===== config.mk =====
export PLATFORM = sky130hd
export DESIGN_NAME = inst_fetch_if
export DESIGN_NICKNAME = d
export VERILOG_FILES = /design/src/rtl/inst_fetch_if_pkg.sv /design/src/rtl/inst_fetch_if_tcnt.sv /design/src/rtl/inst_fetch_if.sv
export SDC_FILE = /design/constraint.sdc
export NUM_CORES = 1
export LEC_CHECK = 0
export CORE_UTILIZATION = 50
export DETAILED_ROUTE_END_ITERATION = 8
export DONT_BUFFER_PORTS = 1
export PLACE_DENSITY = 0.65
export SYNTH_ARGS = -nofsm -noshare
export SYNTH_HDL_FRONTEND = slang
export SYNTH_SLANG_ARGS = --single-unit

===== constraint.sdc =====
create_clock -name clk -period 1.6 [get_ports clk]
set_input_delay 0.16 -clock clk [delete_from_list [all_inputs] [get_ports clk]]
set_output_delay 0.16 -clock clk [all_outputs]
set_load 0.03 [all_outputs]

===== src/rtl/inst_fetch_if_pkg.sv =====
`default_nettype none
// -----------------------------------------------------------------------------
// inst_fetch_if_pkg : shared types and encodings for the instruction fetch path
// Rev 1.0
// -----------------------------------------------------------------------------
package inst_fetch_if_pkg;

  typedef logic [31:0] inst_addr_t;
  typedef logic [31:0] inst_t;

  localparam logic [0:0] c_FETCH_IDLE = 1'b0;
  localparam logic [0:0] c_FETCH_BUSY = 1'b1;

  localparam inst_t c_NOP_INST    = 32'h0000_0000;
  localparam logic  c_RST_ENABLE  = 1'b1;
  localparam logic  c_CHIP_ENABLE = 1'b1;
  localparam logic  c_STOP        = 1'b1;
  localparam logic  c_NO_STOP     = 1'b0;

  function automatic logic is_word_aligned(input inst_addr_t addr);
    return (addr[1:0] == 2'b00);
  endfunction

endpackage
`default_nettype wire


===== src/rtl/inst_fetch_if_tcnt.sv =====
`default_nettype none
// -----------------------------------------------------------------------------
// inst_fetch_if_tcnt : 8-bit bus wait counter with clear, enable and expiry flag
// Rev 1.0
// -----------------------------------------------------------------------------
module inst_fetch_if_tcnt #(
  parameter int TIMEOUT_CYC = 16
) (
  input  logic clk,
  input  logic rst,
  input  logic clr_i,
  input  logic en_i,
  output logic expired_o
);

  localparam logic [7:0] c_LAST = 8'(TIMEOUT_CYC - 1);

  logic [7:0] cnt_q;
  logic [7:0] cnt_d;

  always_comb begin
    cnt_d = cnt_q;
    if (clr_i) begin
      cnt_d = '0;
    end else if (en_i) begin
      cnt_d = cnt_q + 8'd1;
    end
  end

  always_ff @(posedge clk) begin
    if (rst) begin
      cnt_q <= '0;
    end else begin
      cnt_q <= cnt_d;
    end
  end

  // Expiry only means something while a request is outstanding.
  assign expired_o = en_i & (cnt_q == c_LAST);

endmodule
`default_nettype wire


===== src/rtl/inst_fetch_if.sv =====
`default_nettype none
// -----------------------------------------------------------------------------
// inst_fetch_if : fetch responder with one-entry tagged buffer and req/ack bus
// Rev 1.0
// -----------------------------------------------------------------------------
module inst_fetch_if
  import inst_fetch_if_pkg::*;
#(
  parameter int          TIMEOUT_CYC = 16,
  parameter logic [31:0] RESET_INST  = c_NOP_INST
) (
  input  logic        clk,
  input  logic        rst,
  input  logic [31:0] pc,
  input  logic        ce,
  input  logic        flush,
  output logic [31:0] inst,
  output logic        inst_valid,
  output logic        stallreq,
  output logic        misalign,
  output logic        bus_err,
  output logic        bus_req,
  output logic [31:0] bus_addr,
  input  logic        bus_ack,
  input  logic [31:0] bus_rdata
);

  logic [0:0] state_q,     state_d;
  logic       bus_req_q,   bus_req_d;
  logic [31:0] bus_addr_q, bus_addr_d;
  logic       buf_valid_q, buf_valid_d;
  logic [31:0] buf_addr_q, buf_addr_d;
  logic [31:0] buf_data_q, buf_data_d;
  logic       drop_q,      drop_d;
  logic       bus_err_q,   bus_err_d;

  logic w_hit;
  logic w_mis;
  logic w_miss;
  logic w_issue;
  logic w_busy;
  logic w_expired;

  assign w_hit   = (ce == c_CHIP_ENABLE) & buf_valid_q & (buf_addr_q == pc) & ~drop_q;
  assign w_mis   = (ce == c_CHIP_ENABLE) & ~is_word_aligned(pc);
  assign w_miss  = (ce == c_CHIP_ENABLE) & ~w_hit & ~w_mis & ~flush;
  assign w_busy  = (state_q == c_FETCH_BUSY);
  assign w_issue = ~w_busy & w_miss;

  inst_fetch_if_tcnt #(
    .TIMEOUT_CYC (TIMEOUT_CYC)
  ) u_tcnt (
    .clk       (clk),
    .rst       (rst),
    .clr_i     (w_issue),
    .en_i      (w_busy),
    .expired_o (w_expired)
  );

  always_ff @(posedge clk) begin
    if (rst == c_RST_ENABLE) begin
      state_q     <= c_FETCH_IDLE;
      bus_req_q   <= 1'b0;
      bus_addr_q  <= '0;
      buf_valid_q <= 1'b0;
      buf_addr_q  <= '0;
      buf_data_q  <= '0;
      drop_q      <= 1'b0;
      bus_err_q   <= 1'b0;
    end else begin
      state_q     <= state_d;
      bus_req_q   <= bus_req_d;
      bus_addr_q  <= bus_addr_d;
      buf_valid_q <= buf_valid_d;
      buf_addr_q  <= buf_addr_d;
      buf_data_q  <= buf_data_d;
      drop_q      <= drop_d;
      bus_err_q   <= bus_err_d;
    end
  end

  always_comb begin
    state_d = state_q;
    case (state_q)
      c_FETCH_IDLE: if (w_miss) state_d = c_FETCH_BUSY;
      c_FETCH_BUSY: if (bus_ack || w_expired) state_d = c_FETCH_IDLE;
      default:      state_d = c_FETCH_IDLE;
    endcase
  end

  always_comb begin
    bus_req_d   = bus_req_q;
    bus_addr_d  = bus_addr_q;
    buf_valid_d = buf_valid_q;
    buf_addr_d  = buf_addr_q;
    buf_data_d  = buf_data_q;
    drop_d      = drop_q;
    bus_err_d   = 1'b0;
    case (state_q)
      c_FETCH_IDLE: begin
        if (w_miss) begin
          bus_req_d  = 1'b1;
          bus_addr_d = pc;
        end
      end
      c_FETCH_BUSY: begin
        if (bus_ack) begin
          bus_req_d = 1'b0;
          // A flush in the ack cycle discards the word just like an earlier one.
          if (drop_q || flush) begin
            buf_valid_d = 1'b0;
            drop_d      = 1'b0;
          end else begin
            buf_valid_d = 1'b1;
            buf_addr_d  = bus_addr_q;
            buf_data_d  = bus_rdata;
          end
        end else if (w_expired) begin
          bus_req_d   = 1'b0;
          bus_err_d   = 1'b1;
          buf_valid_d = 1'b0;
          drop_d      = 1'b0;
        end else if (flush) begin
          drop_d = 1'b1;
        end
      end
      default: begin
        bus_req_d = 1'b0;
      end
    endcase
    if (flush) begin
      buf_valid_d = 1'b0;
    end
  end

  always_comb begin
    inst       = RESET_INST;
    inst_valid = 1'b0;
    stallreq   = c_NO_STOP;
    if (rst != c_RST_ENABLE) begin
      inst       = w_hit ? buf_data_q : RESET_INST;
      inst_valid = w_hit;
      stallreq   = w_miss ? c_STOP : c_NO_STOP;
    end
  end

  assign misalign = w_mis;
  assign bus_err  = bus_err_q;
  assign bus_req  = bus_req_q;
  assign bus_addr = bus_addr_q;

endmodule
`default_nettype wire


==> impl_metrics.env, run 1 <==
export IMPL_outcome="finished with violations"
export IMPL_violations="hold timing, setup timing"
export IMPL_fin_crit_sh_pct=144.4
export IMPL_p_comb_share_pct=7.0
export IMPL_die_area_um2=9793
export IMPL_rows=35
export IMPL_min_path_type="in -> reg"
export IMPL_worstMarginPinSlew_ns=0.4177
export IMPL_pin_count=138
export IMPL_leakage_nw=2.038
export IMPL_switchingPower_mw=1.134
export IMPL_cpMostUsedCell="nand4_1"
export IMPL_whs_ns=-0.1429
export IMPL_drc_errors=0
export IMPL_synth_yosys_seq_area_share_pct=46.42
export IMPL_skew_ns=0.01495
export IMPL_grt_start_max_net_pins=143
export IMPL_crit_required_ns=1.44
export IMPL_swShare_pct=22.66
export IMPL_worstSetupPathType="reg -> out"
export IMPL_final_cell_area_um2=6371
export IMPL_finalHoldViolCount=77
export IMPL_fp_dieW_um=98.96
export IMPL_finalMaxSlewViolations=0
export IMPL_detail_route_wl_per_cell_um=16.40
export IMPL_cp_startpoint="buf_addr_q[29]$_SDFFE_PP0P_"
export IMPL_fillers=704
export IMPL_clockBufferDepth=2
export IMPL_synth_cells=555
export IMPL_tritoncts="built"
export IMPL_fmax_mhz=432.9
export IMPL_cp_start_kind="flop"
export IMPL_r2r_start="buf_addr_q[29]$_SDFFE_PP0P_"
export IMPL_rsz0062_at_grt="true"
export IMPL_avgSynthCellArea_um2=8.470
export IMPL_die_height_um=98.96
export IMPL_ys_types=30
export IMPL_gp_congestion=0.7691
export IMPL_slew_headroom_pct=71.76
export IMPL_cp_max_fo=33
export IMPL_p_seq_share_pct=55.9
export IMPL_drive_gt1_share_pct=15.43
export IMPL_antenna_cells=0
export IMPL_cp_end_kind="primary output"
export IMPL_rr_endpoint="bus_addr[17]$_SDFFE_PP0P_"
export IMPL_worstSetupEndpoint="inst[18]"
export IMPL_fin_crit_ns=2.310
export IMPL_reg2reg_slack_ns=-0.53
export IMPL_powerDensity_nw_per_um2=785.0
export IMPL_power_mw=5.001
export IMPL_antenna_found_initial=0
export IMPL_slowest_stage="dfxtp_1"
export IMPL_place_area_um2=4906
export IMPL_cp_cell_sequence="xnor2_1, nand4_1, nor4_2, nand4_1, nor2_2, buf_12, and2_4"
export IMPL_cp_num_buf_inv=1
export IMPL_r2r_cells=9
export IMPL_p_int_mw=3.868
export IMPL_vias_per_cell=5.372
export IMPL_cpPeakStageDelay_ns=0.34
export IMPL_final_net_count=713
export IMPL_numCtsBuffers=9
export IMPL_routed_via_count=4077
export IMPL_max_cap_violations=0
export IMPL_antenna_left=0
export IMPL_regArea_um2=2188
export IMPL_grt_pass1_vias=4176
export IMPL_yosys_warnings=0
export IMPL_final_util_pct=69.61
export IMPL_path_delay_family="simple AND/OR/NAND/NOR gates"
export IMPL_clockPowerShare_pct=37.0
export IMPL_cts_hold_buf=90
export IMPL_setup_viol=76
export IMPL_critPathArrivalTime_ns=2.15
export IMPL_fin_tns_setup_ns=-41.48
export IMPL_grt_ovfl_total=0
export IMPL_clkLatencyLatePin_ns=0.37
export IMPL_dr_pass1_iters=5
export IMPL_port_buffer_count=0
export IMPL_htree_num_levels=3
export IMPL_syn_nets=625
export IMPL_ys_seq_elements=109
export IMPL_cts_root_buffer="clkbuf_8"
export IMPL_start_util_pct=51.36
export IMPL_multi_input_area_um2=2600
export IMPL_clkTransAtPathRegs_ns=0.11
export IMPL_ir_drop_uv=595.9
export IMPL_synthesis_area_um2=4701
export IMPL_grt_pass1_wl_mm=20.15
export IMPL_worst_slack_ns=-0.7100
export IMPL_area_growth_pct=35.53
export IMPL_hpwl_mm=7.048
export IMPL_routed_wl_mm=12.45
export IMPL_core_area_um2=9153
export IMPL_grt_usage_pct=26.23
export IMPL_path_depth=7
export IMPL_drtIter0Drc=182
export IMPL_cts_sinks=109
metal layers:
metal  GRT usage (%)  wire, µm  vias up
met4           10.79       337        0
met5               0         0        -
met3           6.312       752       26
met2           46.75      6244      134
li1                -         -     1980
met1           30.02      5115     1937
how the worst min path moves through the flow:
| stage | startpoint | to | depth (start not counted) |
|---|---|---|---|
| floorplan | flush | buf_valid_q$_SDFFE_PP0P_ | 1 |
| global placement | rst | buf_addr_q[31]$_SDFFE_PP0P_ | 1 |
| detailed placement | rst | buf_addr_q[16]$_SDFFE_PP0P_ | 1 |
| CTS | rst | buf_addr_q[25]$_SDFFE_PP0P_ | 1 |
| global route | rst | buf_addr_q[14]$_SDFFE_PP0P_ | 1 |
| finish | rst | buf_addr_q[16]$_SDFFE_PP0P_ | 1 |
cell families (layout without fill, tap and decap cells):
logic type               count (synthesis)  after routing  synth area share (%)
AND/OR/NAND/NOR                        267            267                 28.24
flip-flops                             109            109                 46.42
AO/OA/AOI/OAI                           73             73                 8.118
XOR/XNOR                                38             38                 7.080
buffers and inverters                   37            130                 3.487
multiplexers                            30             30                 6.388
adder cells (fa/ha/maj)                  1              1                0.2661
Yosys cell counts, drive strengths merged:
cell,n,area [µm²]
nand3b,1,7.510
nand3,2,10.01
or3b,2,17.52
buf,5,43.79
ha,1,12.51
o41ai,1,8.760
mux2i,30,300.3
a211oi,1,7.510
o22ai,2,12.51
nand4,10,62.56
nor3,8,45.04
inv,1,3.750
and2,33,206.5
nor2,7,26.28
dfxtp,109,2182
nor4b,1,8.760
o21a,3,22.52
xor2,7,61.31
xnor2,31,271.5
nor4,2,12.51
a21oi,66,330.3
or3,1,6.260
and3b,1,8.760
nand2b,61,381.6
nand2,133,499.2
clkbuf,31,116.4
nor3b,3,22.52
nor2b,2,12.51
state kept, by name, summed over array words and instances, names as in the netlist:
register      flops
buf_addr_q       32
buf_data_q       32
bus_addr         32
u_tcnt.cnt_q      8
buf_valid_q       1
bus_err           1
bus_req           1
drop_q            1
state_q           1
area by class of cell:
| cell class | instances | area share, % |
|---|---|---|
| inverters | 1 | 0.05892 |
| well taps | 111 | 2.180 |
| multi-input cells | 409 | 40.81 |
| clock inverters | 6 | 1.473 |
| clock buffers | 10 | 2.003 |
| repair buffers | 113 | 19.13 |
| flip-flops and latches | 109 | 34.35 |
metrics by stage:
stage                     worst slack, ns  instances
after global routing              -0.8146        759
after detailed placement          -0.3734        644
after global placement            -0.3145        644
after CTS                         -0.6735        762
after floorplan                   -0.1047        555
final                             -0.7100        759
power by group through the flow:
stage | combinational (mW) | sequential, mW | clock, mW
floorplan | 0.183 | 2.85 | 0
global placement | 0.173 | 2.86 | 0
detailed placement | 0.177 | 2.86 | 0
CTS | 0.348 | 2.80 | 1.88
global route | 0.376 | 2.80 | 1.99
finish | 0.352 | 2.80 | 1.85
layout by cell type (no fill, tap or decap), types with 5 or more instances in the layout:
| cell | instances |
|---|---|
| a21oi_1 | 66 |
| dfxtp_1 | 104 |
| dfxtp_2 | 5 |
| clkbuf_8 | 9 |
| buf_12 | 5 |
| nand4_1 | 10 |
| nand2b_1 | 61 |
| buf_4 | 11 |
| dlygate4sd3_1 | 90 |
| nand2_1 | 133 |
| mux2i_1 | 29 |
| xor2_1 | 7 |
| and2_4 | 33 |
| xnor2_1 | 28 |
| nor2_1 | 6 |
| nor3_4 | 5 |
worst reg2reg max path, stage by stage, from the launching register on:
cell     delay [ns]
dfxtp_1        0.34
xnor2_1        0.23
nand4_1        0.17
nor4_2         0.26
nand4_1        0.18
buf_4          0.18
and3b_4        0.25
buf_12         0.16
buf_16         0.14
mux2i_1        0.16
repair_timing:
item	in CTS	in global routing
pin swaps	4	16
buffers inserted	7	2
gates resized for setup	46	15
gates cloned	5	0
setup endpoints to repair	77	103
endpoints found under the hold margin	108	77
Note: power is estimated with default switching activity, not from simulation.
==> run 2: changes to the inputs <==
--- a/config.mk
+++ b/config.mk
@@ -6,6 +6,7 @@
 export NUM_CORES = 1
 export LEC_CHECK = 0
 export CORE_UTILIZATION = 50
+export CTS_CLUSTER_DIAMETER = 40
 export DETAILED_ROUTE_END_ITERATION = 8
 export DONT_BUFFER_PORTS = 1
 export PLACE_DENSITY = 0.65
==> results of run 2 <==
The final DEF is identical to that of run 1; final timing and power are the same.
